File: src/rtl/gpio_pkg.sv
// Shared GPIO keypad definitions: matrix geometry, scan-state encoding and
// the priority encoder used to turn a key bitmap into a key code.
package gpio_pkg;

  localparam int KEY_ROWS   = 4;
  localparam int KEY_COLS   = 4;
  localparam int KEY_CODE_W = 4;
  localparam int KEY_MAP_W  = KEY_ROWS * KEY_COLS;

  typedef enum logic [1:0] {
    COL0 = 2'd0,
    COL1 = 2'd1,
    COL2 = 2'd2,
    COL3 = 2'd3
  } scan_state_t;

  // Lowest set index wins; an all-zero map encodes to 0.
  function automatic logic [KEY_CODE_W-1:0] lowest_key(input logic [KEY_MAP_W-1:0] map);
    logic [KEY_CODE_W-1:0] code;
    code = '0;
    for (int i = KEY_MAP_W - 1; i >= 0; i--) begin
      if (map[i]) code = KEY_CODE_W'(i);
    end
    return code;
  endfunction

endpackage

File: src/rtl/key_debounce.sv
// Whole-map debouncer: a scanned map is committed once it has been seen on
// DEBOUNCE_SCANS+1 consecutive complete scans; any difference restarts the run.
module key_debounce
  import gpio_pkg::*;
#(
  parameter int DEBOUNCE_SCANS = 4
) (
  input  logic                 clk,
  input  logic                 rst,
  input  logic [KEY_MAP_W-1:0] i_raw,
  input  logic                 i_scan_done,
  output logic [KEY_MAP_W-1:0] o_key_map,
  output logic                 o_key_down
);

  localparam logic [3:0] CNT_MAX = 4'(DEBOUNCE_SCANS);
  localparam logic [3:0] CNT_PRE = 4'(DEBOUNCE_SCANS - 1);

  logic [KEY_MAP_W-1:0] r_last_raw;
  logic [3:0]           r_stable_cnt;
  logic [KEY_MAP_W-1:0] r_key_map;
  logic                 r_key_down;

  logic w_same;
  logic w_commit;

  assign w_same   = (i_raw == r_last_raw);
  // Commit only on the transition into saturation so a held map is not re-committed.
  assign w_commit = i_scan_done && w_same && (r_stable_cnt == CNT_PRE);

  always_ff @(posedge clk or posedge rst) begin
    if (rst) begin
      r_last_raw   <= '0;
      r_stable_cnt <= '0;
    end else if (i_scan_done) begin
      if (w_same) begin
        if (r_stable_cnt != CNT_MAX) r_stable_cnt <= r_stable_cnt + 4'd1;
      end else begin
        r_last_raw   <= i_raw;
        r_stable_cnt <= '0;
      end
    end
  end

  always_ff @(posedge clk or posedge rst) begin
    if (rst) begin
      r_key_map  <= '0;
      r_key_down <= 1'b0;
    end else if (w_commit) begin
      r_key_map  <= i_raw;
      r_key_down <= |i_raw;
    end
  end

  assign o_key_map  = r_key_map;
  assign o_key_down = r_key_down;

endmodule

File: src/rtl/keypad_scanner.sv
// 4x4 active-low keypad scanner: column walk, row synchronizer, whole-map
// debounce, lowest-index press encoder and a ready/ack event handshake.
module keypad_scanner
  import gpio_pkg::*;
#(
  parameter int SCAN_DIV_BITS  = 16,
  parameter int DEBOUNCE_SCANS = 4
) (
  input  logic                  clk,
  input  logic                  rst,
  input  logic [KEY_ROWS-1:0]   row_in,
  output logic [KEY_COLS-1:0]   col_sel,
  output logic [KEY_MAP_W-1:0]  key_map,
  output logic                  key_down,
  output logic [KEY_CODE_W-1:0] key_code,
  output logic                  key_ready,
  output logic                  key_ovf,
  input  logic                  key_ack
);

  logic [KEY_ROWS-1:0]      r_row_meta;
  logic [KEY_ROWS-1:0]      r_row_sync;
  logic [SCAN_DIV_BITS-1:0] r_div;
  scan_state_t              r_state;
  scan_state_t              w_state_nxt;
  logic [KEY_COLS-1:0]      r_col_sel;
  logic [KEY_COLS-1:0]      w_col_sel_nxt;
  logic [KEY_MAP_W-1:0]     r_raw;
  logic [KEY_MAP_W-1:0]     w_raw_nxt;
  logic [KEY_MAP_W-1:0]     r_prev_map;
  logic [KEY_MAP_W-1:0]     w_key_map;
  logic [KEY_MAP_W-1:0]     w_new;
  logic                     w_key_down;
  logic [KEY_ROWS-1:0]      w_rows;
  logic [1:0]               w_col_idx;
  logic                     w_tick;
  logic                     w_scan_done;
  logic [KEY_CODE_W-1:0]    r_key_code;
  logic                     r_key_ready;
  logic                     r_key_ovf;

  // Sync flops idle high (no key) so reset does not look like a full press.
  always_ff @(posedge clk or posedge rst) begin
    if (rst) begin
      r_row_meta <= '1;
      r_row_sync <= '1;
    end else begin
      r_row_meta <= row_in;
      r_row_sync <= r_row_meta;
    end
  end

  assign w_rows = ~r_row_sync;

  always_ff @(posedge clk or posedge rst) begin
    if (rst) r_div <= '0;
    else     r_div <= r_div + 1'b1;
  end

  assign w_tick = &r_div;

  always_ff @(posedge clk or posedge rst) begin
    if (rst) begin
      r_state   <= COL0;
      r_col_sel <= 4'b1110;
    end else begin
      r_state   <= w_state_nxt;
      r_col_sel <= w_col_sel_nxt;
    end
  end

  // col_sel is registered from the next state so the pad drive never glitches.
  always_comb begin
    w_state_nxt   = r_state;
    w_col_sel_nxt = 4'b1110;
    case (r_state)
      COL0:    if (w_tick) w_state_nxt = COL1;
      COL1:    if (w_tick) w_state_nxt = COL2;
      COL2:    if (w_tick) w_state_nxt = COL3;
      COL3:    if (w_tick) w_state_nxt = COL0;
      default: w_state_nxt = COL0;
    endcase
    case (w_state_nxt)
      COL0:    w_col_sel_nxt = 4'b1110;
      COL1:    w_col_sel_nxt = 4'b1101;
      COL2:    w_col_sel_nxt = 4'b1011;
      COL3:    w_col_sel_nxt = 4'b0111;
      default: w_col_sel_nxt = 4'b1110;
    endcase
  end

  assign w_col_idx   = r_state;
  assign w_scan_done = w_tick && (r_state == COL3);

  // The debouncer sees the merged map so the COL3 column captured this cycle counts.
  always_comb begin
    w_raw_nxt = r_raw;
    if (w_tick) w_raw_nxt[{w_col_idx, 2'b00} +: KEY_ROWS] = w_rows;
  end

  always_ff @(posedge clk or posedge rst) begin
    if (rst) r_raw <= '0;
    else     r_raw <= w_raw_nxt;
  end

  key_debounce #(
    .DEBOUNCE_SCANS (DEBOUNCE_SCANS)
  ) u_debounce (
    .clk         (clk),
    .rst         (rst),
    .i_raw       (w_raw_nxt),
    .i_scan_done (w_scan_done),
    .o_key_map   (w_key_map),
    .o_key_down  (w_key_down)
  );

  // key_map only moves on commits, so new is nonzero exactly one cycle after a commit.
  assign w_new = w_key_map & ~r_prev_map;

  always_ff @(posedge clk or posedge rst) begin
    if (rst) r_prev_map <= '0;
    else     r_prev_map <= w_key_map;
  end

  always_ff @(posedge clk or posedge rst) begin
    if (rst) begin
      r_key_code  <= '0;
      r_key_ready <= 1'b0;
      r_key_ovf   <= 1'b0;
    end else if (|w_new) begin
      r_key_code  <= lowest_key(w_new);
      r_key_ready <= 1'b1;
      r_key_ovf   <= ~key_ack & (r_key_ready | r_key_ovf);
    end else if (key_ack) begin
      r_key_ready <= 1'b0;
      r_key_ovf   <= 1'b0;
    end
  end

  assign col_sel   = r_col_sel;
  assign key_map   = w_key_map;
  assign key_down  = w_key_down;
  assign key_code  = r_key_code;
  assign key_ready = r_key_ready;
  assign key_ovf   = r_key_ovf;

endmodule

File: config.mk
export PLATFORM = sky130hd
export DESIGN_NAME = keypad_scanner
export DESIGN_NICKNAME = d
export VERILOG_FILES = /design/src/rtl/gpio_pkg.sv /design/src/rtl/key_debounce.sv /design/src/rtl/keypad_scanner.sv
export SDC_FILE = /design/constraint.sdc
export NUM_CORES = 1
export LEC_CHECK = 0
export BUFFER_PORTS_ARGS = -buffer_cell sky130_fd_sc_hd__buf_2
export CORE_MARGIN = 2
export CORE_UTILIZATION = 50
export CTS_BUF_LIST = sky130_fd_sc_hd__clkbuf_2
export CTS_CLUSTER_SIZE = 8
export DETAILED_ROUTE_END_ITERATION = 8
export GPL_ROUTABILITY_DRIVEN = 0
export GPL_TIMING_DRIVEN = 1
export PLACE_DENSITY = 0.77
export SLEW_MARGIN = 20
export SYNTH_ARGS = -nofsm -noshare
export SYNTH_HDL_FRONTEND = slang
export SYNTH_SLANG_ARGS = --single-unit
File: constraint.sdc
create_clock -name clk -period 10.15 [get_ports clk]
set_input_delay 1.5225 -clock clk [delete_from_list [all_inputs] [get_ports clk]]
set_output_delay 1.5225 -clock clk [all_outputs]
set_load 0.01 [all_outputs]
==> metrics.txt <==
clk root buf clkbuf_2; number of nets in the layout 477; Min Hold Slack 0.377 ns; status completed; Worst-Skew Late Latency 0.56 ns; clock skew 0.0249 ns; number of flops mapped to enable cells by yosys 0; fin crit share 0.404; type of origin of the critical path register; CTS tree done; Synth area leaders dfrtp_1, dfstp_2, mux2_2; synthesized area per cell 11.8 um^2; most common cell in the netlist dfrtp_1; sequential share of the synthesized area 0.526; final wirelength 9.17 mm; DRT antenna net count 0; Worst IR Drop VDD 0.0906 mV; Setup CP Type reg2reg; Tightest Hold Check Type reg2reg; Slew Viols, Final 0; # setup viols final 0; CP required ~11 ns; Ports 34; share of layout cells above drive strength 1 0.239; setup TNS 0 ns; Mapped Cells 427; synth warn 0; Critical Path AT between 4 and 5 ns; Lkg Pwr roughly 0.0028 uW; final-report hold violation count 0; pwr dens 116 mW/mm^2; die outline height 104 um; XOR/XNOR Fraction of Synth Area 0.0489; largest net degree at the start of global routing 54; Core Region 0.00977 mm^2; min Tclk post-route 4.10 ns; Die W 104 um; max frequency around 240 MHz; leading area contributor after synthesis dfrtp_1; simple-gate share of the synthesized area 0.170; clk buf depth 2; # Post-CTS Setup Buffers 0; total iterations of the first detailed-routing run 4; CP endpoint kind register; synthesized flop and latch total 105; CTS resizes 0; cell row count 36; worst-path fanout max 16; Adder-Cell Fraction of Synth Area 0.0249; mux share of post-synthesis cell area 0.112; initial antenna violation count 0; power consumption around 630 uW; post-synthesis compound-gate area fraction 0.0830; Worst slew margin 0.420; grt ovf 0; # diodes 0; Vias/cell 5.48; total CTS buffers 9; Synth cell types 58; max_cap viols 0; GRT Total Usage 0.181; PortBufs 33; Layout area overhead 7.73%; Yosys top cell area share 0.469; Detailed Place HPWL 6.71 mm; Netlist Area Pre-Place approximately 0.0050 mm^2; syn_nets 444; Via Count 3279; CTS H-tree depth 3; vias in the first global route 3294; # hold bufs at CTS 0; first-pass GRT wire length 15.8 mm; Post-synth ARST share 1.00; Worst-path clk slew 0.25 ns; die area 0.0109 mm^2; RSZ-0062 raised after global routing no; Initial Util 0.514; slew at the pin with the worst max-slew slack 0.870 ns; CTS sink cnt 105; Routed WL per cell 15.3 um; combinational family with the most area after synthesis simple AND/OR/NAND/NOR gates; 1st-iter DRT viols 241; Post-route DRC 0; ys flop type dfrtp_1; most frequent cells after synthesis dfrtp_1, nor2_1, inv_1
-- report_power, final --
group          leakage (uW)  internal, uW  switching, uW
Clock             0.0000649          56.3            133
Combinational       0.00130          2.22           8.91
Sequential          0.00142           423           2.65
-- cells in the final DEF (no fill, tap or decap), types with 10 or more instances in the layout --
master and instances:
nand2b_1 12, xnor2_1 12, inv_1 27, a21oi_1 19, dfstp_2 11, dfrtp_1 94, ha_1 10, xor2_1 16
mux2_4 10, nand2_1 15, buf_2 33, mux2_2 25, nor2_1 34
-- layer usage --
metal / vias up / part of all wire / global-route usage
met5: - / 0 / 0
met4: 0 / 0.020 / 0.0792
met3: 16 / 0.033 / 0.0301
met2: 59 / 0.49 / 0.294
met1: 1629 / 0.46 / 0.240
li1: 1575 / - / -
-- final cells by class --
cell class | instances | area, um^2
clock buffers | 9 | 45.0
fillers | 818 | 4370
inverters | 29 | 111
clock inverters | 7 | 68.8
well taps | 133 | 166
multi-input cells | 281 | 2200
flip-flops and latches | 105 | 2640
repair buffers | 34 | 173
-- final timing paths --
path                       depth (start not counted)               startpoint  slack, ns                                    end
max reg2reg                                        9     r_state[0]$_DFF_PP0_       6.05  u_debounce.r_last_raw[14]$_DFFE_PP0P_
max in group asynchronous                          3                      rst       8.06    u_debounce.o_key_map[4]$_DFFE_PP0P_
min                                                0  r_row_meta[3]$_DFF_PP1_       0.38                r_row_sync[3]$_DFF_PP1_
max                                                9     r_state[0]$_DFF_PP0_       6.05  u_debounce.r_last_raw[14]$_DFFE_PP0P_
min reg2reg                                        0  r_row_meta[3]$_DFF_PP1_       0.38                r_row_sync[3]$_DFF_PP1_
min in group asynchronous                          2                      rst       1.01                     r_div[7]$_DFF_PP0_
-- stage by stage --
stage               utilization  cells  worst slack [ns]  instance area, um^2
floorplan                     -    427              5.89                 5020
global placement          0.542    582              6.20                 5290
detailed placement        0.542    582              6.09                 5290
CTS                       0.553    598              6.09                 5410
global route              0.553    598              5.78                 5410
finish                    0.553    598              6.05                 5410
-- state kept, by name (all words and copies together), names as in the netlist, 2 cells and up --
signal / flops
col_sel: 4
r_div: 16
r_prev_map: 16
r_raw: 16
r_row_sync: 4
u_debounce.r_stable_cnt: 4
r_state: 2
key_code: 4
u_debounce.o_key_map: 16
u_debounce.r_last_raw: 16
r_row_meta: 4
-- cells by family (layout without fill, tap and decap cells) --
group | count (synthesis) | after routing
AO/OA/AOI/OAI | 61 | 61
flip-flops | 105 | 105
AND/OR/NAND/NOR | 135 | 135
XOR/XNOR | 28 | 28
adder cells (fa/ha/maj) | 10 | 10
multiplexers | 47 | 47
buffers and inverters | 41 | 79
-- critical path, cell delays in order, from the launching register on --
cell and delay (ns):
dfrtp_1 0.63, inv_1 0.17, ha_1 0.46, nor4b_1 0.48
xnor2_1 0.18, nand2_1 0.07, a22o_1 0.27, nor4_2 0.60
a31o_1 0.75, mux2_2 0.41
(Power assumes the default switching activity.)
